File: config.mk
export PLATFORM = sky130hd
export DESIGN_NAME = eqn_pipe_arb
export DESIGN_NICKNAME = d
export VERILOG_FILES = /design/src/rtl/eqn_pipe_arb.sv
export SDC_FILE = /design/constraint.sdc
export NUM_CORES = 1
export LEC_CHECK = 0
export ABC_AREA = 0
export CAP_MARGIN = 25
export CORE_UTILIZATION = 55
export CTS_BUF_LIST = sky130_fd_sc_hd__clkbuf_8
export DETAILED_ROUTE_END_ITERATION = 8
export DONT_BUFFER_PORTS = 1
export GPL_TIMING_DRIVEN = 0
export PLACE_DENSITY = 0.69
export SETUP_SLACK_MARGIN = 0.15
export SLEW_MARGIN = 20
export SYNTH_ARGS = -nofsm -noshare
export SYNTH_HDL_FRONTEND = slang
export SYNTH_SLANG_ARGS = --single-unit
export TNS_END_PERCENT = 30
File: constraint.sdc
create_clock -name clk -period 2.62 [get_ports clk]
set_input_delay 0.262 -clock clk [delete_from_list [all_inputs] [get_ports clk]]
set_output_delay 0.262 -clock clk [all_outputs]
set_load 0.1 [all_outputs]
File: src/rtl/eqn_pipe_arb.sv
// eqn_pipe_arb: two-requester round-robin front end for the equation pipeline.
// Carries a valid/requester-id shadow alongside the pipe and freezes it on result backpressure.
module eqn_pipe_arb #(
    parameter int LAT   = 4,
    parameter int W_IN  = 8,
    parameter int W_OUT = 16
) (
    input  logic                  clk,
    input  logic                  rst,
    input  logic [1:0]            req_valid,
    output logic [1:0]            req_ready,
    input  logic [1:0][W_IN-1:0]  req_a,
    input  logic [1:0][W_IN-1:0]  req_b,
    input  logic [1:0][W_IN-1:0]  req_c,
    output logic [W_IN-1:0]       pipe_a,
    output logic [W_IN-1:0]       pipe_b,
    output logic [W_IN-1:0]       pipe_c,
    output logic                  pipe_stall,
    input  logic [W_OUT-1:0]      pipe_e,
    output logic                  res_valid,
    input  logic                  res_ready,
    output logic [W_OUT-1:0]      res_e,
    output logic                  res_id,
    output logic [15:0]           stall_cnt
);
    logic [LAT-1:0] vld;
    logic [LAT-1:0] tid;
    logic           last;
    logic           grant_any;
    logic           grant_idx;

    assign res_valid  = vld[LAT-1];
    assign res_id     = tid[LAT-1];
    assign res_e      = pipe_e;
    assign pipe_stall = res_valid & ~res_ready;

    // Under contention the requester not served last wins; otherwise the lone valid one.
    always_comb begin
        grant_any = |req_valid;
        grant_idx = (&req_valid) ? ~last : req_valid[1];
    end

    assign req_ready[0] = ~pipe_stall & grant_any & ~grant_idx;
    assign req_ready[1] = ~pipe_stall & grant_any &  grant_idx;

    assign pipe_a = grant_any ? req_a[grant_idx] : '0;
    assign pipe_b = grant_any ? req_b[grant_idx] : '0;
    assign pipe_c = grant_any ? req_c[grant_idx] : '0;

    always_ff @(posedge clk or negedge rst) begin
        if (!rst) begin
            vld       <= '0;
            tid       <= '0;
            last      <= 1'b1;
            stall_cnt <= '0;
        end else if (pipe_stall) begin
            if (stall_cnt != 16'hFFFF)
                stall_cnt <= stall_cnt + 16'd1;
        end else begin
            vld <= (vld << 1) | LAT'(grant_any);
            tid <= (tid << 1) | LAT'(grant_idx);
            if (grant_any)
                last <= grant_idx;
        end
    end
endmodule
=== Word level (Yosys, flattened, before mapping) ===
Index checks and enable logic that the tools add are counted.

* Add/sub/neg operators: 1
* Muxes and demuxes: 10
* Equal/unequal tests: 1
* Reductions and logical operators: 4
* Order comparisons: 1
* Bitwise logic cells: 10

{| class="wikitable"
|+ Operator list
! operator !! count
|-
| 8-bit two-way mux || 9
|-
| 16-bit by 1-bit adder with 16-bit output, second input constant || 1
|-
| 16-bit != test, second input constant || 1
|-
| 4-bit by 1-bit bitwise OR with 4-bit output || 2
|-
| 2-bit AND reduction || 3
|-
| 1-bit bitwise AND || 4
|-
| 1-bit inverter || 4
|-
| 1-bit by 2-bit less-than comparator with 1-bit output, second input constant || 1
|-
| 2-bit OR reduction || 1
|-
| 1-bit two-way mux || 1
|}

* Logic and storage cells: 31
* Bits in registers: 25

=== Logic depth before layout (Yosys ltp) ===
Gate-level depths: netlist (run 1).

* Depth after elaboration: 5
* Gate-level depth with buffers: 6

=== Worst setup path before layout (run 1) ===
Ideal clock, no wire load.

* Kind: register -> output
* From: register vld[3]
* To: output port req_ready[0]
* Arrival: 3.974 ns
* Cell stages (with the launch flop): 5
* Slack: -1.616 ns
* Required time: 2.358 ns
* Path buffers: 1
* Cells stage by stage: dfrtp_1 > nand2b_1 > inv_1 > buf_1 > nor3_1

* Cells in the longest elaborated chain, start to end: 4

{| class="wikitable"
|+ Ends and longest elaborated chain
! item !! RTL line !! text
|-
| start, declared || 26 || <nowiki>logic [LAT-1:0] vld;</nowiki>
|-
| start signal, assigned || 60 || <nowiki>vld <= (vld << 1) | LAT'(grant_any);</nowiki>
|-
| 1-bit bitwise AND || 35 || <nowiki>assign pipe_stall = res_valid & ~res_ready;</nowiki>
|-
| named net pipe_stall || 18 || <nowiki>output logic pipe_stall,</nowiki>
|-
| 1-bit inverter (no line) || n/a ||
|-
| 1-bit bitwise AND (2 in series) || 43 || <nowiki>assign req_ready[0] = ~pipe_stall & grant_any & ~grant_idx;</nowiki>
|-
| end, declared || 11 || <nowiki>output logic [1:0] req_ready,</nowiki>
|}

The timed path passes the listed nets, and every way through them passes these cells.

=== Final worst setup path (run 1) ===
* From: register last
* To: output port pipe_c[5]

* Cells in the longest elaborated chain, start to end: 5

{| class="wikitable"
|+ Ends and longest elaborated chain
! item !! RTL line !! text
|-
| start, declared || 28 || <nowiki>logic last;</nowiki>
|-
| start signal, assigned || 63 || <nowiki>last <= grant_idx;</nowiki>
|-
| 1-bit inverter || 40 || <nowiki>grant_idx = (&req_valid) ? ~last : req_valid[1];</nowiki>
|-
| 1-bit two-way mux || 40 ||
|-
| 8-bit two-way mux (not written as such) (2 in series) || 48 || <nowiki>assign pipe_c = grant_any ? req_c[grant_idx] : '0;</nowiki>
|-
| 8-bit two-way mux || 48 ||
|-
| end, declared || 17 || <nowiki>output logic [W_IN-1:0] pipe_c,</nowiki>
|}

Every way passes these cells. The select of a mux whose other input is x is not followed.

==> insert_results.sql, run 1 <==
INSERT INTO impl_metrics (metric_group, metric, value, unit) VALUES
('run_status', 'run_status', 'finished, violations left', ''),
('run_status', 'violations', 'hold timing', ''),
('timing', 'setup_total_negative_slack', '0', 'ps'),
('layout', 'areaGrowthSynthToFinish', '23.6', '%'),
('yosys', 'synth_top_area_share', '37.8', '%'),
('worst_hold_path', 'worst_hold_path_type', 'input port to async pin', ''),
('die', 'initial_utilization', '57.6', '%'),
('die', 'die_height', '55.8', 'µm'),
('yosys', 'yosys-mux-area-fraction', '0.945', '%'),
('yosys', 'post_synth_most_frequent_cells', 'sky130_fd_sc_hd__nand2_1, sky130_fd_sc_hd__dfrtp_1, sky130_fd_sc_hd__o21ai_0, sky130_fd_sc_hd__buf_4, sky130_fd_sc_hd__xor2_1', ''),
('worst_setup_path', 'timing.critical_path.from', 'last$_DFFE_PN1P_', ''),
('worst_setup_path', 'worstPathRequired', '2360', 'ps'),
('clock_tree', 'cts_num_sinks', '25', ''),
('die', 'placeableCoreArea', '2760', 'µm²'),
('timing', 'setup_viol', '0', ''),
('yosys', 'share_of_synthesized_cell_area_in_full_adder_half_adder_and_majority_cells', '0.787', '%'),
('timing', 'timing.final.crit_period', '2540', 'ps'),
('global_routing', 'track_usage', '27.1', '%'),
('clock_tree', 'cts_root_buf', 'sky130_fd_sc_hd__clkbuf_8', ''),
('routing', 'met3_length', '365', 'µm'),
('routing', 'wire_per_inst', '18.1', 'µm'),
('timing', 'worst_hold_slack', '-33.7', 'ps'),
('yosys', 'ys.warnings.count', '0', ''),
('place', 'placed_cells', '235', ''),
('yosys', 'syn_nets', '272', ''),
('timing', 'finalClockSkew', '3.55', 'ps'),
('layout', 'design.final.nets', '281', ''),
('yosys', 'area_fraction_in_compound_gates_after_synthesis', '12.0', '%'),
('timing', 'final_number_of_hold_violating_endpoints', '24', ''),
('pwr', 'max-vdd-ir-drop', '0.00112', 'V'),
('job', 'cap_violations', '0', ''),
('layout', 'instances_no_fill', '241', ''),
('die', 'num_io_pins', '130', ''),
('place', 'place_hpwl', '3.34', 'mm'),
('routing', 'top_signal_layer_used', 'met4', ''),
('yosys', 'synth.avg_cell_area', '7.87', 'µm²'),
('routing', 'wirelength_met1', '1.65', 'mm'),
('routing', 'route.met2.wl', '2.27', 'mm'),
('clock_tree', 'clock_tree_from_tritoncts', 'done', ''),
('yosys', 'yosysTopAreaCell', 'sky130_fd_sc_hd__dfrtp_1', ''),
('yosys', 'synth-async-reset-ratio', '100', '%'),
('global_routing', 'grt_pass1_vias', '1451', ''),
('global_routing', 'maximum_number_of_pins_on_one_net_before_global_route_repair', '26', ''),
('timing', 'rsz0062_at_grt', 'yes', ''),
('timing', 'final.setup.worst_slack', '83.0', 'ps'),
('layout', 'drive_above_1_share', '35.7', '%'),
('clock_tree', 'post-cts-setup-buffers', '0', ''),
('yosys', 'synth_sequential_area_ratio', '39.4', '%'),
('routing', 'ant_nets', '0', ''),
('global_routing', 'grt_pass1_wl', '6.60', 'mm'),
('pwr', 'power_per_cell_area', '1250', 'nW/µm²'),
('yosys', 'yosys.area_share.simple', '28.9', '%'),
('routing', 'drc_marker_count_from_the_first_detailed_route_iteration', '88', ''),
('place', 'quantity_of_i_o_buffers_inserted_on_ports', '0', ''),
('yosys', 'synth-edff-count', '0', ''),
('die', 'die-area', '3110', 'µm²'),
('timing', 'slew_headroom', '27.0', '%'),
('timing', 'max_clock_freq', '394', 'MHz'),
('yosys', 'dominant_combinational_cell_family_by_area_after_synthesis', 'simple AND/OR/NAND/NOR gates', ''),
('yosys', 'ys_ff_latch', '25', ''),
('routing', 'routed_wirelength', '4.37', 'mm'),
('yosys', 'synth_top_flop_cell', 'sky130_fd_sc_hd__dfrtp_1', ''),
('clock_tree', 'ctsLongestPathBuffers', '2', ''),
('worst_setup_path', 'rr_startpoint', 'stall_cnt[1]$_DFFE_PN0P_', ''),
('timing', 'timing.final.crit_share', '96.8', '%'),
('place', 'dp_worst_setup_slack', '-88.7', 'ps'),
('place', 'gp_congestion', '0.889', ''),
('yosys', 'synth_area_leaders', 'sky130_fd_sc_hd__dfrtp_1, sky130_fd_sc_hd__nand2_1, sky130_fd_sc_hd__o21ai_0, sky130_fd_sc_hd__buf_4, sky130_fd_sc_hd__xor2_1', ''),
('clock_tree', 'clkLatencyLatePin', '270', 'ps'),
('routing', 'drt_first_pass_iters', '4', ''),
('timing', 'timing.final.max_slew_violations', '0', '');
[cell type report]
type,instances,area [µm²]
multi-input cells,148,952
fillers,208,793
flip-flops and latches,25,653
plain buffers,26,176
repair buffers,4,87.6
clock buffers,3,41.3
well taps,31,38.8
inverters,3,11.3
clock inverters,1,3.75
[kinds of logic after synthesis]
| group | count (synthesis) |
|---|---|
| AOI/OAI and AO/OA | 35 |
| adders and majority gates | 1 |
| buffers and inverters | 29 |
| muxes | 1 |
| and+or+nand+nor | 98 |
| DFF | 25 |
| xor gates and xnor gates | 13 |
[cell usage in the layout (no fill, tap or decap), drive strengths merged, types with 2 or more instances in the layout]
| master | instances |
|---|---|
| nand3 | 4 |
| and2 | 3 |
| nand4 | 4 |
| nor3 | 4 |
| nand2b | 2 |
| dfrtp | 24 |
| o21ai | 24 |
| xor2 | 9 |
| buf | 24 |
| clkbuf | 9 |
| nor4 | 2 |
| inv | 4 |
| a21oi | 5 |
| nor4b | 3 |
| nor2 | 4 |
| xnor2 | 4 |
| and3 | 2 |
| nand2 | 67 |
[flip-flops by register name, summed over array words and instances (netlist names)]
name,count
vld,4
stall_cnt,16
tid,4
last,1
[power breakdown]
part           total, µW  leakage, µW  switching, µW  internal (µW)
Clock                222    0.0000269            117            105
Combinational       1130     0.000547            889            243
Sequential          1100     0.000289            587            508
[critical path, stage by stage (launching register included)]
cell and delay (ps):
sky130_fd_sc_hd__dfstp_2 560, sky130_fd_sc_hd__a21boi_1 130, sky130_fd_sc_hd__buf_1 360, sky130_fd_sc_hd__o21ai_2 950
[per-stage QoR]
| step | area, µm² | hold slack, ps | util (%) |
|---|---|---|---|
| after floorplan | 1610 | -33.6 | - |
| after global placement | 1650 | -33.2 | 59.8 |
| after detailed placement | 1800 | -33.1 | 65.1 |
| after CTS | 1870 | 192 | 67.9 |
| after global routing | 1960 | 4.55 | 71.2 |
| final | 1960 | -33.7 | 71.2 |
[repair_timing]
action | 4_1_cts | 5_1_grt
pin swaps | 1 | 1
setup endpoints to repair | 32 | 36
hold buffers | 1 | 0
hold endpoints to repair | 25 | 0
gates resized for setup | 8 | 27
[final timing paths]
check	endpoint	slack, ps	cells after the start
min reg2reg	vld[2]$_DFFE_PN0N_	460	2
min	stall_cnt[2]$_DFFE_PN0P_	-30	1
max in group asynchronous	vld[3]$_DFFE_PN0N_	2260	1
min in group clk	last$_DFFE_PN1P_	240	2
max reg2reg	stall_cnt[1]$_DFFE_PN0P_	200	5
max	pipe_c[5]	80	3
[routing by layer]
layer / vias to the layer above / track usage (%)
met5: - / 0
met4: 0 / 10.4
met3: 10 / 7.21
met2: 86 / 45.8
met1: 712 / 33.1
li1: 682 / -
Power figures use the tool's default switching activity.
==> run 2, diff against run 1 <==
--- a/config.mk
+++ b/config.mk
@@ -9,6 +9,7 @@
 export CAP_MARGIN = 25
 export CORE_UTILIZATION = 55
 export CTS_BUF_LIST = sky130_fd_sc_hd__clkbuf_8
+export CTS_CLUSTER_SIZE = 40
 export DETAILED_ROUTE_END_ITERATION = 8
 export DONT_BUFFER_PORTS = 1
 export GPL_TIMING_DRIVEN = 0
==> results of run 2 <==
Final layout, timing and power as in run 1 (identical DEF).
==> run 3, diff against run 2 <==
--- a/config.mk
+++ b/config.mk
@@ -9,10 +9,12 @@
 export CAP_MARGIN = 25
 export CORE_UTILIZATION = 55
 export CTS_BUF_LIST = sky130_fd_sc_hd__clkbuf_8
+export CTS_CLUSTER_DIAMETER = 200
 export CTS_CLUSTER_SIZE = 40
 export DETAILED_ROUTE_END_ITERATION = 8
 export DONT_BUFFER_PORTS = 1
 export GPL_TIMING_DRIVEN = 0
+export HOLD_SLACK_MARGIN = 0.1
 export PLACE_DENSITY = 0.69
 export SETUP_SLACK_MARGIN = 0.15
 export SLEW_MARGIN = 20
==> constraint.sdc (replaced) <==
create_clock -name clk -period 3.07 [get_ports clk]
set_input_delay 0.307 -clock clk [delete_from_list [all_inputs] [get_ports clk]]
set_output_delay 0.307 -clock clk [all_outputs]
set_load 0.1 [all_outputs]
==> run 3 against run 2 <==
  * The flow now finishes without violations
  * Combinational power down 21%
  * Global-route usage down 2.2 points
  * Die area unchanged
  * Sequential share of layout area up 1.3 points
  * Register-to-register slack better by 130 ps
  * Total power down 19%
  * Largest cell class unchanged
==> insert_results.sql, run 3 (synthesis results as in run 1) <==
INSERT INTO impl_metrics (metric_group, metric, value, unit) VALUES
('run_status', 'run_status', 'complete, no violations', ''),
('place', 'gp_congestion', '0.829', ''),
('layout', 'areaGrowthSynthToFinish', '14.6', '%'),
('worst_setup_path', 'crit_family', 'simple AND/OR/NAND/NOR gates', ''),
('worst_setup_path', 'cp_num_cells', '4', ''),
('layout', 'most_frequent_standard_cell_in_the_layout_excluding_fill_and_tap_cells', 'sky130_fd_sc_hd__nand2_1', ''),
('layout', 'postLayoutCoreUtil', '66.0', '%'),
('layout', 'layout_top_registers', 'stall_cnt (16), tid (4), vld (4)', ''),
('worst_setup_path', 'rr_startpoint', 'stall_cnt[0]$_DFFE_PN0P_', ''),
('worst_setup_path', 'worstPathBufferInverterCount', '2', ''),
('die', 'die-area', '3110', 'µm²'),
('worst_hold_path', 'worst_hold_path_type', 'input port to flip-flop', ''),
('layout', 'instances_no_fill', '240', ''),
('pwr', 'p_total', '1990', 'µW'),
('worst_setup_path', 'crit_path_capture_type', 'primary output', ''),
('worst_setup_path', 'startpoint_types', 'flip-flop', ''),
('timing', 'final.setup.worst_slack', '321', 'ps'),
('clock_tree', 'cts_num_sinks', '25', ''),
('timing', 'setup_viol', '0', ''),
('place', 'dp_worst_setup_slack', '343', 'ps'),
('routing', 'drc_marker_count_from_the_first_detailed_route_iteration', '44', ''),
('global_routing', 'overflow_after_grt', '0', ''),
('global_routing', 'track_usage', '25.0', '%'),
('clock_tree', 'cts_root_buf', 'sky130_fd_sc_hd__clkbuf_8', ''),
('pwr', 'power_per_cell_area', '1090', 'nW/µm²'),
('layout', 'n_antenna_cell', '0', ''),
('die', 'dieWidth', '55.8', 'µm'),
('timing', 'slew_headroom', '26.2', '%'),
('routing', 'ant_nets', '0', ''),
('clock_tree', 'clkSlewWorstSetupHoldPaths', '80', 'ps'),
('die', 'placeableCoreArea', '2760', 'µm²'),
('clock_tree', 'ctsLongestPathBuffers', '2', ''),
('clock_tree', 'clock_tree_from_tritoncts', 'done', ''),
('worst_setup_path', 'timing.critical_path.to', 'req_ready[0]', ''),
('layout', 'layout_common_cells', 'sky130_fd_sc_hd__nand2_1, sky130_fd_sc_hd__o21ai_2, sky130_fd_sc_hd__dfrtp_1', ''),
('routing', 'routed_wirelength', '3.80', 'mm'),
('global_routing', 'grt_pass1_vias', '1426', ''),
('die', 'initial_utilization', '57.6', '%'),
('place', 'place_hpwl', '3.10', 'mm'),
('global_routing', 'grt_pass1_wl', '6.27', 'mm'),
('timing', 'timing.final.max_slew_violations', '0', ''),
('global_routing', 'antenna_found_initial', '0', ''),
('clock_tree', 'numCtsBuffers', '3', ''),
('worst_setup_path', 'setup.worst_path.class', 'flip-flop to primary output', ''),
('layout', 'drive_above_1_share', '26.3', '%'),
('worst_setup_path', 'worst-endpoint-arrival', '2440', 'ps'),
('clock_tree', 'clkLatencyLatePin', '260', 'ps'),
('worst_setup_path', 'timing.critical_path.from', 'vld[3]$_DFFE_PN0N_', ''),
('place', 'placed_cells', '234', ''),
('timing', 'final_number_of_hold_violating_endpoints', '0', ''),
('die', 'rows', '19', ''),
('routing', 'drt_first_pass_iters', '4', ''),
('die', 'die_height', '55.8', 'µm'),
('timing', 'rsz0062_at_grt', 'no', ''),
('routing', 'detail_route.vias_per_cell', '6.05', ''),
('worst_setup_path', 'timing.critical_path.slowest_cell_delay', '860', 'ps'),
('worst_setup_path', 'r2r-end', 'stall_cnt[1]$_DFFE_PN0P_', ''),
('timing', 'max_slew.worst_pin.slew', '1110', 'ps'),
('worst_setup_path', 'critical_path.slowest_cell', 'sky130_fd_sc_hd__nor3_4', ''),
('timing', 'finalClockSkew', '1.54', 'ps'),
('clock_tree', 'cts_htree_levels', '1', ''),
('layout', 'max_flop_register', 'stall_cnt', ''),
('global_routing', 'maximum_number_of_pins_on_one_net_before_global_route_repair', '26', ''),
('worst_setup_path', 'worstPathRequired', '2760', 'ps'),
('job', 'cap_violations', '0', ''),
('die', 'num_io_pins', '130', ''),
('worst_setup_path', 'critPathMaxFanout', '10', ''),
('worst_setup_path', 'worstRegToRegCells', '5', ''),
('routing', 'detail_route.drc_violations', '0', ''),
('worst_setup_path', 'reg2reg_setup_slack', '330', 'ps'),
('pwr', 'max-vdd-ir-drop', '0.000966', 'V'),
('routing', 'via_count', '1453', ''),
('place', 'quantity_of_i_o_buffers_inserted_on_ports', '0', ''),
('pwr', 'static_leakage', '0.000853', 'µW'),
('routing', 'wire_per_inst', '15.8', 'µm'),
('layout', 'largest_register_ffs', '16', ''),
('timing', 'timing.final.crit_period', '2750', 'ps'),
('timing', 'max_clock_freq', '364', 'MHz'),
('layout', 'design.final.nets', '280', ''),
('timing', 'timing.final.crit_share', '89.5', '%'),
('worst_setup_path', 'crit_chain', 'nand2b_1 -> inv_1 -> buf_2 -> nor3_4', '');
## run 3: how the worst min path moves through the flow
stage / start / to / cells after the start
finish: req_valid[1] / last$_DFFE_PN1P_ / 2
detailed placement: rst / tid[2]$_DFFE_PN0N_ / 0
global route: req_valid[1] / last$_DFFE_PN1P_ / 2
floorplan: rst / stall_cnt[0]$_DFFE_PN0P_ / 0
global placement: rst / tid[3]$_DFFE_PN0N_ / 0
CTS: req_valid[1] / last$_DFFE_PN1P_ / 2
## run 3: repair_timing
item / CTS / global route
hold endpoints to repair: 25 / 24
setup endpoints to repair: 1 / 10
cloned: 0 / 0
resized for setup: 1 / 2
setup buffers: 0 / 0
pin swaps: 1 / 0
hold buffers: 1 / 1
## run 3: final cells by class
type,count,area (µm²)
Sequential cell,25,628
Clock buffer,3,41.3
Inverter,3,11.3
Multi-Input combinational cell,148,893
Clock inverter,1,3.75
Buffer,26,161
Timing Repair Buffer,3,42.5
Tap cell,31,38.8
Fill cell,240,937
## run 3: power breakdown
group	total, µW	switching (µW)	internal, µW
clock	183	93.7	89.2
combinational	894	727	168
sequential	915	498	416
## run 3: through the flow
| stage | instance area (µm²) | TNS (ps) | hold WS, ps |
|---|---|---|---|
| floorplan | 1600 | -7020 | 11.4 |
| global placement | 1640 | -12450 | 11.9 |
| detailed placement | 1760 | 0 | 11.9 |
| CTS | 1810 | 0 | 185 |
| global route | 1820 | 0 | 217 |
| finish | 1820 | 0 | 192 |
## run 3: layer usage
layer	up-vias	GRT usage [%]	wire [µm]
met4	0	11.8	80
met1	682	28.5	1470
met3	12	5.58	284
met2	77	44.1	1970
li1	682	-	-
met5	-	0	0
